===== src/rtl/traffic_timer.sv =====
// ----------------------------------------------------------------------------
// traffic_timer
//
// Seconds timebase for the four-way traffic light controller. A prescaler
// divides clk into one-second ticks. A saturating counter then accumulates
// the whole seconds elapsed since the last restart. Two registered level
// flags tell the controller when the yellow (short) and green (long) phases
// have run their course.
//
// Parameters:
//   TICKS_PER_SEC  clk cycles per second (>= 1)
//   SHORT_SEC      seconds until one_sec_timer asserts (>= 1)
//   LONG_SEC       seconds until five_sec_timer asserts
//                  (SHORT_SEC <= LONG_SEC <= 2**SEC_W - 1)
//   SEC_W          width of the elapsed-seconds counter (>= 1)
//
// Ports:
//   clk             in   system clock, rising-edge active
//   reset           in   synchronous active-high reset
//   rst_count       in   restart request from the controller (level sampled)
//   hold            in   freeze the timebase (TRAFFIC_TIMER_HOLD_EN only)
//   one_sec_timer   out  high while elapsed_sec >= SHORT_SEC (registered)
//   five_sec_timer  out  high while elapsed_sec >= LONG_SEC (registered)
//   elapsed_sec     out  whole seconds since restart, saturating (registered)
//
// Build option:
//   TRAFFIC_TIMER_HOLD_EN  when defined, adds the hold port. While hold is
//                          high, all timer state is frozen. reset and
//                          rst_count still override it.
// ----------------------------------------------------------------------------
module traffic_timer #(
    parameter int TICKS_PER_SEC = 50_000_000,
    parameter int SHORT_SEC     = 1,
    parameter int LONG_SEC      = 5,
    parameter int SEC_W         = 4
) (
    input  logic             clk,
    input  logic             reset,
    input  logic             rst_count,
`ifdef TRAFFIC_TIMER_HOLD_EN
    input  logic             hold,
`endif
    output logic             one_sec_timer,
    output logic             five_sec_timer,
    output logic [SEC_W-1:0] elapsed_sec
);

    // The prescaler is just wide enough to hold TICKS_PER_SEC-1. A divide
    // ratio of 1 still needs a one-bit register; that register simply
    // never leaves 0.
    localparam int PRE_W = (TICKS_PER_SEC > 1) ? $clog2(TICKS_PER_SEC) : 1;

    localparam logic [PRE_W-1:0] PRE_LAST  = PRE_W'(TICKS_PER_SEC - 1);
    localparam logic [SEC_W-1:0] SEC_MAX   = '1;
    localparam logic [SEC_W-1:0] SHORT_THR = SEC_W'(SHORT_SEC);
    localparam logic [SEC_W-1:0] LONG_THR  = SEC_W'(LONG_SEC);

    // Elaboration-time sanity checks. A bad combination would otherwise
    // yield thresholds that never match, or a flag that can never rise.
    if (TICKS_PER_SEC < 1) begin : g_bad_ticks
        $error("traffic_timer: TICKS_PER_SEC must be >= 1");
    end
    if (SEC_W < 1) begin : g_bad_width
        $error("traffic_timer: SEC_W must be >= 1");
    end
    if (SHORT_SEC < 1) begin : g_bad_short
        $error("traffic_timer: SHORT_SEC must be >= 1");
    end
    if (LONG_SEC < SHORT_SEC) begin : g_bad_order
        $error("traffic_timer: LONG_SEC must be >= SHORT_SEC");
    end
    if (longint'(LONG_SEC) > ((longint'(1) << SEC_W) - 1)) begin : g_bad_long
        $error("traffic_timer: LONG_SEC does not fit in SEC_W bits");
    end

    logic [PRE_W-1:0] pre_cnt;
    logic [PRE_W-1:0] pre_next;
    logic [SEC_W-1:0] sec_next;
    logic             sec_tick;
    logic             frozen;

    // In a hold-capable build, frozen follows the hold pin. Otherwise it is
    // tied low, so the rest of the logic is identical in both builds.
`ifdef TRAFFIC_TIMER_HOLD_EN
    assign frozen = hold;
`else
    assign frozen = 1'b0;
`endif

    // Next-state arithmetic for normal counting.
    //
    // sec_tick marks the last prescaler cycle of each second. On that
    // cycle the prescaler wraps and the seconds counter advances. Once the
    // counter reaches all-ones it stays there, so a controller that stalls
    // for a long time sees saturated flags rather than a wrapped count.
    always_comb begin
        sec_tick = (pre_cnt == PRE_LAST);
        pre_next = sec_tick ? '0 : pre_cnt + PRE_W'(1);
        sec_next = elapsed_sec;
        if (sec_tick && (elapsed_sec != SEC_MAX)) begin
            sec_next = elapsed_sec + SEC_W'(1);
        end
    end

    // State registers.
    //
    // Priority: reset, then restart, then hold, then count.
    //
    // A restart clears everything, even when it lands on a tick cycle.
    // Because the flags are cleared in the same edge, the controller never
    // sees a stale flag in the state it just entered.
    //
    // The flags are computed from sec_next rather than from the current
    // count. This keeps them in step with elapsed_sec every cycle, instead
    // of lagging it by one.
    always_ff @(posedge clk) begin
        if (reset) begin
            pre_cnt        <= '0;
            elapsed_sec    <= '0;
            one_sec_timer  <= 1'b0;
            five_sec_timer <= 1'b0;
        end else if (rst_count) begin
            pre_cnt        <= '0;
            elapsed_sec    <= '0;
            one_sec_timer  <= 1'b0;
            five_sec_timer <= 1'b0;
        end else if (!frozen) begin
            pre_cnt        <= pre_next;
            elapsed_sec    <= sec_next;
            one_sec_timer  <= (sec_next >= SHORT_THR);
            five_sec_timer <= (sec_next >= LONG_THR);
        end
    end

endmodule

===== config.mk =====
export PLATFORM = sky130hd
export DESIGN_NAME = traffic_timer
export DESIGN_NICKNAME = d
export VERILOG_FILES = /design/src/rtl/traffic_timer.sv
export SDC_FILE = /design/constraint.sdc
export NUM_CORES = 1
export LEC_CHECK = 0
export ABC_AREA = 1
export CAP_MARGIN = 20
export CORE_MARGIN = 2
export CORE_UTILIZATION = 40
export CTS_CLUSTER_SIZE = 24
export DETAILED_ROUTE_END_ITERATION = 16
export HOLD_SLACK_MARGIN = 0.05
export SETUP_SLACK_MARGIN = 0.4
export SLEW_MARGIN = 20
export SYNTH_ARGS = -nofsm -noshare
export SYNTH_HDL_FRONTEND = slang
export SYNTH_SLANG_ARGS = --single-unit

===== constraint.sdc =====
create_clock -name clk -period 2.1 [get_ports clk]
set_input_delay 0.42 -clock clk [delete_from_list [all_inputs] [get_ports clk]]
set_output_delay 0.42 -clock clk [all_outputs]
set_load 0.005 [all_outputs]

==> run metrics <==
Peak VDD IR=0.355 mV; Tot GR Track Use=around 16%; CTS Hold Bufs=0; CP max-delay cell=clkdlybuf4s50_1; crit path from=elapsed_sec[1]; layout cells sized above 1=17.9%; Pint=0.891 mW; Worst Path Buf+Inv=1; Post-Place Cells=293; clk_skew=0.00458 ns; placer congestion estimate=0.779; WP depth=1; Initial Utilization=between 40 and 50%; RSZ-0062 raised after global routing=false; largest net degree at the start of global routing=11; final std cells w/o fill=approximately 310; starting DRC count in detailed routing=between 60 and 70; final setup fails=0; CTS tree=done; async set-or-reset flop fraction in the synthesized netlist=0%; area of the mapped netlist=1650 sq um; Mapped Cells=approximately 240; synthesis-to-finish area growth=19.7%; via-per-instance ratio=4.81; number of global-route vias before repair=1,269; final-report max-slew violation count=0; period utilization=76.8%; max incr delay on CP=0.52 ns; Clock transition at path regs=0.07 ns; CTS Sinks=32; setup TNS=0 ns; IO Pins=9; global-route wire length before repair=between 5000 and 6000 microns; Die Ht=68.2 microns; EDFF count, synth=0; sequential power share=53.7%; outcome=finished clean; die area=4650 sq um; min-delay worst type=reg -> reg; # diodes=0; switch share=21.7%; initial antenna violation count=0; Leak=0.729 nW; crit path to=elapsed_sec[1]; Psw=~0.25 mW; Post-DRT Antenna Nets=0; worst slack, placed=0.406 ns; fill count=between 300 and 400; Max Cap Viol=0; IO Port Bufs=8; Setup crit end kind=output pin; vias post-DR=1,477; Routed WL=between 3000 and 4000 microns; Yosys reg bits=32; post-layout min period=1.61 ns; Worst R2R Path Depth=12; worst-margin pin slew=0.342 ns; number of remaining DRC errors=0; chip width=68.2 microns; Ys Warns=0; Rel. slew slack=77.0%; Final Hold Fails=0; final setup margin=between 0.4 and 0.5 ns; capturing point of the worst reg2reg path=one_sec_timer; CP max FO=4; Detail Placement HPWL=2430 microns; Comb power frac=2.8%; core area=3970 sq um; WL per Instance=between 10 and 15 microns; sequential cell area fraction in the yosys report=38.9%; Worst EP arrival=1.19 ns; Yosys cell types=28; setup slack, reg-to-reg=0.51 ns; Max Buffers Root-to-Sink=2; CTS Buf Count=5; nets=261; htree depth=2; Clk Latency, worst-skew pair=0.29 ns; worst setup path class=reg -> out; power density cells=between 500 and 600 nW/um^2; Mapped Nets=between 200 and 250; reg2reg start=pre_cnt[0]; Congestion Overflow GR=0; Clk pwr share=43.5%; CP required=between 1.5 and 2 ns; Root Buffer=clkbuf_8; CP cell instances=clkdlybuf4s50_1; FMAX=between 600 and 700 MHz; DR pass1 iterations=4; ys flop type=dfxtp_1; Top delay family on crit path=buffers and inverters; Row Count=23; Mean Syn Cell Area=7.01 sq um; critical path launch point type=flip-flop
[power by group through the flow]
stage                     Clock [mW]  Combinational, mW  Sequential (mW)
final                          0.495             0.0323            0.611
after global routing           0.529             0.0360            0.611
after CTS                      0.508             0.0259            0.610
after detailed placement           0             0.0252            0.624
after global placement             0             0.0249            0.624
after floorplan                    0             0.0174            0.624
[cell type report]
cell class	count	area (sq um)	share of cell area [%]
clock buffers	8	90.1	4.57
inverters	36	135	6.86
multi-input cells	165	892	45.3
flip-flops and latches	32	647	32.8
well taps	50	62.6	3.17
repair buffers	16	144	7.30
[synth_stat cells, types with 2 or more instances]
master | number | area share [%]
ha_1 | 2 | 1.5
o21ai_0 | 7 | 2.1
o21a_1 | 3 | 1.4
xor2_1 | 3 | 1.6
nand3_1 | 14 | 4.3
nand4_1 | 8 | 3.0
nor3_1 | 6 | 1.8
nand2_1 | 46 | 10
a21oi_1 | 15 | 4.6
nor2_4 | 3 | 2.1
inv_1 | 36 | 8.2
xnor2_1 | 3 | 1.6
dfxtp_1 | 32 | 39
nor2_1 | 33 | 7.5
nor2_2 | 8 | 3.0
nand2_2 | 4 | 1.5
[kinds of logic (layout without fill, tap and decap cells)]
logic type                 Yosys count  in the layout  share of synthesized area (%)
AOI/OAI and AO/OA                   27             27                           8.74
xor gates and xnor gates             6              6                           3.19
adders and majority gates            2              2                           1.52
buffers and inverters               38             60                           9.35
DFF                                 32             32                           38.9
and+or+nand+nor                    130            130                           38.3
[flip-flops by register name, indices dropped and copies added, names as in the netlist]
| name | count |
|---|---|
| elapsed_sec | 4 |
| five_sec_timer | 1 |
| one_sec_timer | 1 |
| pre_cnt | 26 |
[through the flow]
| stage | total power [mW] | util, % | cell area [sq um] | hold slack (ns) |
|---|---|---|---|---|
| final | 1.14 | 49.6 | 1970 | 0.449 |
| after global routing | 1.18 | 49.6 | 1970 | 0.475 |
| after CTS | 1.14 | 47.3 | 1880 | 0.467 |
| after detailed placement | 0.649 | 45.0 | 1790 | 0.451 |
| after global placement | 0.649 | 45.0 | 1790 | 0.446 |
| after floorplan | 0.641 | - | 1650 | 0.430 |
[worst min-delay path by stage]
stage,startpoint,endpoint,cells after the start
final,pre_cnt[0],pre_cnt[0],1
after global routing,pre_cnt[0],pre_cnt[0],1
after CTS,pre_cnt[0],pre_cnt[0],1
after detailed placement,pre_cnt[0],pre_cnt[0],1
after global placement,pre_cnt[0],pre_cnt[0],1
after floorplan,pre_cnt[0],pre_cnt[0],1
[per-layer routing]
metal | vias up | share of wire, % | GRT usage, %
met1 | 666 | 49 | 19.9
met2 | 16 | 46 | 25.2
li1 | 788 | - | -
met5 | - | 0 | 0
met4 | 0 | 1.4 | 6.00
met3 | 7 | 3.0 | 4.93
[layout by cell type, fill, tap and decap left out, types with 2 or more instances in the layout]
master           netlist  layout
a21oi_1               15      15
dfxtp_2                0       2
nor3_1                 6       6
nand2_2                4       8
clkdlybuf4s50_1        0       8
o21a_1                 3       3
clkbuf_1               0       2
clkbuf_8               0       6
nand3_1               14      13
nand4_1                8       8
nor2_2                 8      10
nor2_1                33      30
nor2_4                 3       4
xor2_1                 3       3
nand3_2                1       2
inv_1                 36      35
xnor2_1                3       3
o21ai_0                7       7
dfxtp_1               32      29
nand2_1               46      42
buf_4                  1       7
[what timing repair did]
action | in CTS | in global routing
gates resized for setup | 1 | 18
gates cloned | 0 | 1
buffers inserted | 0 | 5
hold endpoints to repair | 0 | 0
setup endpoints to repair | 1 | 27
pin swaps | 0 | 5
(Power assumes the default switching activity.)
==> patch 1, RTL diff (same settings) <==
The parameter `TICKS_PER_SEC` goes from 50_000_000 to 200_000_000.
--- a/src/rtl/traffic_timer.sv
+++ b/src/rtl/traffic_timer.sv
@@ -31,3 +31,3 @@
 module traffic_timer #(
-    parameter int TICKS_PER_SEC = 50_000_000,
+    parameter int TICKS_PER_SEC = 200_000_000,
     parameter int SHORT_SEC     = 1,
Formal check against the unedited RTL: same outputs for any inputs over 10 cycles, from zero or initial values; that may be too few to reach the edited logic, so the function may still have changed.
==> patch 1 against the original RTL <==
- synthesized cell count up 4.3%
- sequential cell count up 2
- worst setup slack worse by 0.034 ns
- design area up 6.5%
- routed wire length up 16%
- total power up 3.4%
- non-clock buffer count unchanged
- synthesized area up 7.0%
- critical path type is now reg2reg
==> patch 1: results (changes against the original RTL) <==
Status
  – Outcome: finished, final reports clean

Critical path
  – Worst setup slack for register-to-register paths: 0.45 ns (-0.06 ns)
  – CP top delay family: simple AND/OR/NAND/NOR gates
  – Crit Reg-Reg Endpoint: one_sec_timer
  – Signal arrival time at the worst endpoint: 1.81 ns (+0.62 ns)
  – Critical path fanouts, max: 8 (+4)
  – Largest stage delay, worst path: 0.37 ns (-0.15 ns)
  – Reg2Reg Depth: 10 (-2)
  – Highest-delay cell along the critical path: sky130_fd_sc_hd__dfxtp_4

Place
  – Placer congestion estimate: 0.7953 (+2.2%)
  – Post-Place Worst Slack: 0.2044 ns (-0.2018 ns)
  – Half-perimeter wire length of the detailed placement result: 2651 um (+9.3%)
  – Post-place instance area: 1898 um2 (+6.3%)
  – Number of buffers added on ports: 8 (unchanged)

STA
  – Worst-case hold slack: 0.4503 ns (+0.0008050 ns)
  – Setup Skew: 0.004481 ns (-0.00009736 ns)
  – Normalized max-slew margin: 77.53% (+0.54 points)

Cells and area
  – Number of nets in the layout: 272 (+4.2%)
  – Fillers: 444 (+12%)
  – Largest registers: pre_cnt x28, elapsed_sec x4
  – Share of final-layout standard cells stronger than drive strength 1: 19.78% (+1.9 points)

Global routing
  – Total GRT Usage: 16.57% (+0.76 points)
  – Maximum number of pins on one net before global-route repair: 22 (+11)
  – Global-route wire length before repair: 6444 um (+18%)
  – Via count of the first global-routing pass: 1480 (+17%)

Drt
  – Number of vias per cell: 4.809 (about the same)
  – Wirelength, routed: 3803 um (+16%)
  – Initial drt markers: 58 (-6.5%)

Logic synthesis
  – Most area-consuming cells after synthesis: sky130_fd_sc_hd__dfxtp_1, sky130_fd_sc_hd__nand2_1, sky130_fd_sc_hd__nor2_1
  – Top cell types by occurrence after synthesis: sky130_fd_sc_hd__nand2_1, sky130_fd_sc_hd__nor2_1, sky130_fd_sc_hd__dfxtp_1
  – Synth Warn #: 0 (unchanged)
  – Count of distinct cell types in the synthesized netlist: 30 (+7.1%)
  – Synth Net Count: 250 (+4.2%)
  – Sequential share of the synthesized area: 38.64% (-0.27 points)

Clocking
  – Clock root buffer: sky130_fd_sc_hd__clkbuf_8

Power and ir drop
  – Leakage Power: 0.7555 nW (+3.7%)
-- patch 1: cell families after synthesis --
| group | Yosys count | synth area share (%) |
|---|---|---|
| AND/OR/NAND/NOR | 142 | 39.63 |
| buffers and inverters | 35 | 8.167 |
| AO/OA/AOI/OAI | 25 | 8.665 |
| XOR/XNOR | 7 | 3.480 |
| adder cells (fa/ha/maj) | 2 | 1.420 |
| flip-flops | 34 | 38.64 |
-- patch 1: final cells by class --
class / count / area share [%]
inverters: 32 / 5.963
flip-flops and latches: 34 / 32.74
well taps: 52 / 3.101
multi-input cells: 176 / 46.69
repair inverters: 2 / 0.4770
clock buffers: 7 / 4.114
repair buffers: 16 / 6.679
clock inverters: 1 / 0.2385
-- patch 1: worst max-delay path by stage --
stage | start | endpoint | slack, ns | depth (start not counted)
finish | pre_cnt[0] | one_sec_timer | 0.45 | 10
global route | pre_cnt[0] | one_sec_timer | 0.33 | 10
CTS | pre_cnt[0] | pre_cnt[11] | 0.40 | 9
detailed placement | rst_count | pre_cnt[11] | 0.20 | 7
global placement | rst_count | pre_cnt[11] | 0.22 | 7
floorplan | pre_cnt[0] | pre_cnt[18] | 0.58 | 10
-- patch 1: through the flow --
stage          std cells  utilization [%]  power [mW]
2_1_floorplan        245                -      0.6809
3_3_place_gp         304            44.20      0.6858
3_5_place_dp         304            44.20      0.6866
4_1_cts              312            46.45       1.187
5_1_grt              320            48.86       1.225
6_report             320            48.86       1.177
-- patch 1: power breakdown --
group          leakage [nW]  internal (mW)  switching, mW
Sequential            0.276          0.646        0.00235
Clock                0.0482          0.264          0.233
Combinational         0.432         0.0118         0.0194
Total                 0.756          0.922          0.254
-- patch 1: what timing repair did --
item	in CTS	in global routing
setup endpoints to repair	21	29
gates resized for setup	2	15
setup buffers	0	6
gates cloned	0	2
pin swaps	0	10
-- patch 1: worst register-to-register path: cells and delay by family (launching register included) --
family | cells | cell delay [ns]
flops | 1 | 0.37
simple gates | 9 | 1.01
fa+ha+maj | 1 | 0.14
-- patch 1: routing by layer --
metal  part of all wire [%]  GRT usage, %  vias to the layer above  routed length [um]
li1                       -             -                      822                   -
met1                     50         21.77                      688                1913
met2                     44         24.74                       22                1670
met3                    3.5         4.762                        7                 134
met4                    2.2         8.120                        0                  85
met5                      0             0                        -                   0
==> patch 2, RTL diff (same settings) <==
Made on the original files. Put one more register stage on the output `elapsed_sec`, without a reset. The value now appears one clock later. The other outputs are not delayed to match. Comments in the files are not updated.
--- a/src/rtl/traffic_timer.sv
+++ b/src/rtl/traffic_timer.sv
@@ -57,2 +57,4 @@
 
+    logic [SEC_W-1:0] elapsed_sec_s0;
+
     // Elaboration-time sanity checks. A bad combination would otherwise
@@ -98,5 +100,5 @@
         pre_next = sec_tick ? '0 : pre_cnt + PRE_W'(1);
-        sec_next = elapsed_sec;
-        if (sec_tick && (elapsed_sec != SEC_MAX)) begin
-            sec_next = elapsed_sec + SEC_W'(1);
+        sec_next = elapsed_sec_s0;
+        if (sec_tick && (elapsed_sec_s0 != SEC_MAX)) begin
+            sec_next = elapsed_sec_s0 + SEC_W'(1);
         end
@@ -118,3 +120,3 @@
             pre_cnt        <= '0;
-            elapsed_sec    <= '0;
+            elapsed_sec_s0 <= '0;
             one_sec_timer  <= 1'b0;
@@ -123,3 +125,3 @@
             pre_cnt        <= '0;
-            elapsed_sec    <= '0;
+            elapsed_sec_s0 <= '0;
             one_sec_timer  <= 1'b0;
@@ -128,3 +130,3 @@
             pre_cnt        <= pre_next;
-            elapsed_sec    <= sec_next;
+            elapsed_sec_s0 <= sec_next;
             one_sec_timer  <= (sec_next >= SHORT_THR);
@@ -134,2 +136,6 @@
 
+    always_ff @(posedge clk) begin
+        elapsed_sec <= elapsed_sec_s0;
+    end
+
 endmodule
Formal check against the unedited RTL: same outputs for any inputs over 10 cycles, from zero or initial values; that may be too few to reach the edited logic, so the function may still have changed.
==> patch 2 against the original RTL <==
- synthesized cell count down 6.0%
- total power increased by 21%
- utilization rose by 0.16 points
- routed wire length fell by 11%
- worst setup slack improved by 0.012 ns
- design area is 1.8% higher
- clock power up 34%
- synthesized area increased by 2.4%
- sequential cell count is 4 higher
==> patch 2: results (changes against the original RTL) <==
Status
  – Outcome: finished, final reports clean

Critical path
  – Reg2Reg Depth: 9 (-3)
  – CP startpoint: pre_cnt[0]
  – Critical path fanouts, max: 10 (+6)
  – Destination of the critical timing path: pre_cnt[23]

Cells and area
  – Clock network contribution to total cell area: 6.301% (+1.7 points)
  – Clock buf count: 7 (-1)
  – Share of final-layout standard cells stronger than drive strength 1: 18.41% (+0.51 points)
  – FFs & Latches: 36 (+13%)
  – Register Area: 723.2 um2 (+12%)
  – Largest registers: pre_cnt x26, elapsed_sec x4, elapsed_sec_s0 x4

Logic synthesis
  – Count of distinct cell types in the synthesized netlist: 30 (+7.1%)
  – Average cell area after synthesis: 7.626 um2 (+8.8%)
  – Top cell types by occurrence after synthesis: sky130_fd_sc_hd__nand2_1, sky130_fd_sc_hd__dfxtp_1, sky130_fd_sc_hd__nor2_1
  – Synth Net Count: 226 (-5.8%)

STA
  – Highest clock rate: 624.6 MHz (+0.75%)
  – Setup Skew: 0.003367 ns (-0.001212 ns)

Drt
  – Met1 wire length: 1515 um (-6.7%)
  – Initial drt markers: 72 (+16%)
  – Routed length on met2: 1301 um (-14%)

Power and ir drop
  – Cell internal power dissipation: 1.117 mW (+25%)
  – Highest ir drop seen on vdd: 0.4105 mV (+16%)
  – Leakage Power: 0.7204 nW (-1.1%)

Global routing
  – Maximum number of pins on one net before global-route repair: 16 (+5)
  – Global-route wire length before repair: 4988 um (-8.5%)
  – Total GRT Usage: 14.34% (-1.5 points)

Clocking
  – Post-CTS setup repair buffer count: 1 (+1)

Place
  – Cell count after placement: 278 (-5.1%)
  – Half-perimeter wire length of the detailed placement result: 2125 um (-12%)
[patch 2: cell count changes after synthesis, sizes merged, moves of 2 or more]
cell / before / now
a21oi: 15 / 9
dfxtp: 32 / 36
inv: 36 / 28
nand2: 50 / 47
nand3: 15 / 11
nand4: 9 / 7
nor2: 44 / 46
nor3b: 1 / 3
o21a: 3 / 1
[patch 2: metrics by stage]
stage / hold slack (ns) / util (%)
after floorplan: 0.3513 / -
after global placement: 0.3722 / 45.09
after detailed placement: 0.3752 / 45.09
after CTS: 0.3853 / 48.73
after global routing: 0.3919 / 49.78
final: 0.3790 / 49.78
[patch 2: routing by layer]
metal | GRT usage, % | up-vias
met1 | 18.40 | 565
met3 | 3.896 | 5
met2 | 22.00 | 12
li1 | - | 738
met5 | 0 | -
met4 | 7.353 | 0
[patch 2: how the worst min path moves through the flow]
stage                                 start             end  slack, ns  cells after the start
after global placement    elapsed_sec_s0[3]  elapsed_sec[3]       0.37                      0
after CTS                 elapsed_sec_s0[3]  elapsed_sec[3]       0.39                      0
after detailed placement  elapsed_sec_s0[3]  elapsed_sec[3]       0.38                      0
final                     elapsed_sec_s0[3]  elapsed_sec[3]       0.38                      0
after floorplan           elapsed_sec_s0[3]  elapsed_sec[3]       0.35                      0
after global routing      elapsed_sec_s0[3]  elapsed_sec[3]       0.39                      0
[patch 2: power by group through the flow]
stage,sequential [mW],clock [mW],combinational [mW]
finish,0.686,0.661,0.0285
global route,0.686,0.704,0.0314
CTS,0.685,0.677,0.0272
detailed placement,0.701,0,0.0226
global placement,0.701,0,0.0222
floorplan,0.701,0,0.0168
[patch 2: cell families after synthesis]
logic type,share of synthesized area (%)
adder cells (fa/ha/maj),1.485
XOR/XNOR,3.638
AO/OA/AOI/OAI,6.533
buffers and inverters,7.350
AND/OR/NAND/NOR,38.23
flip-flops,42.76
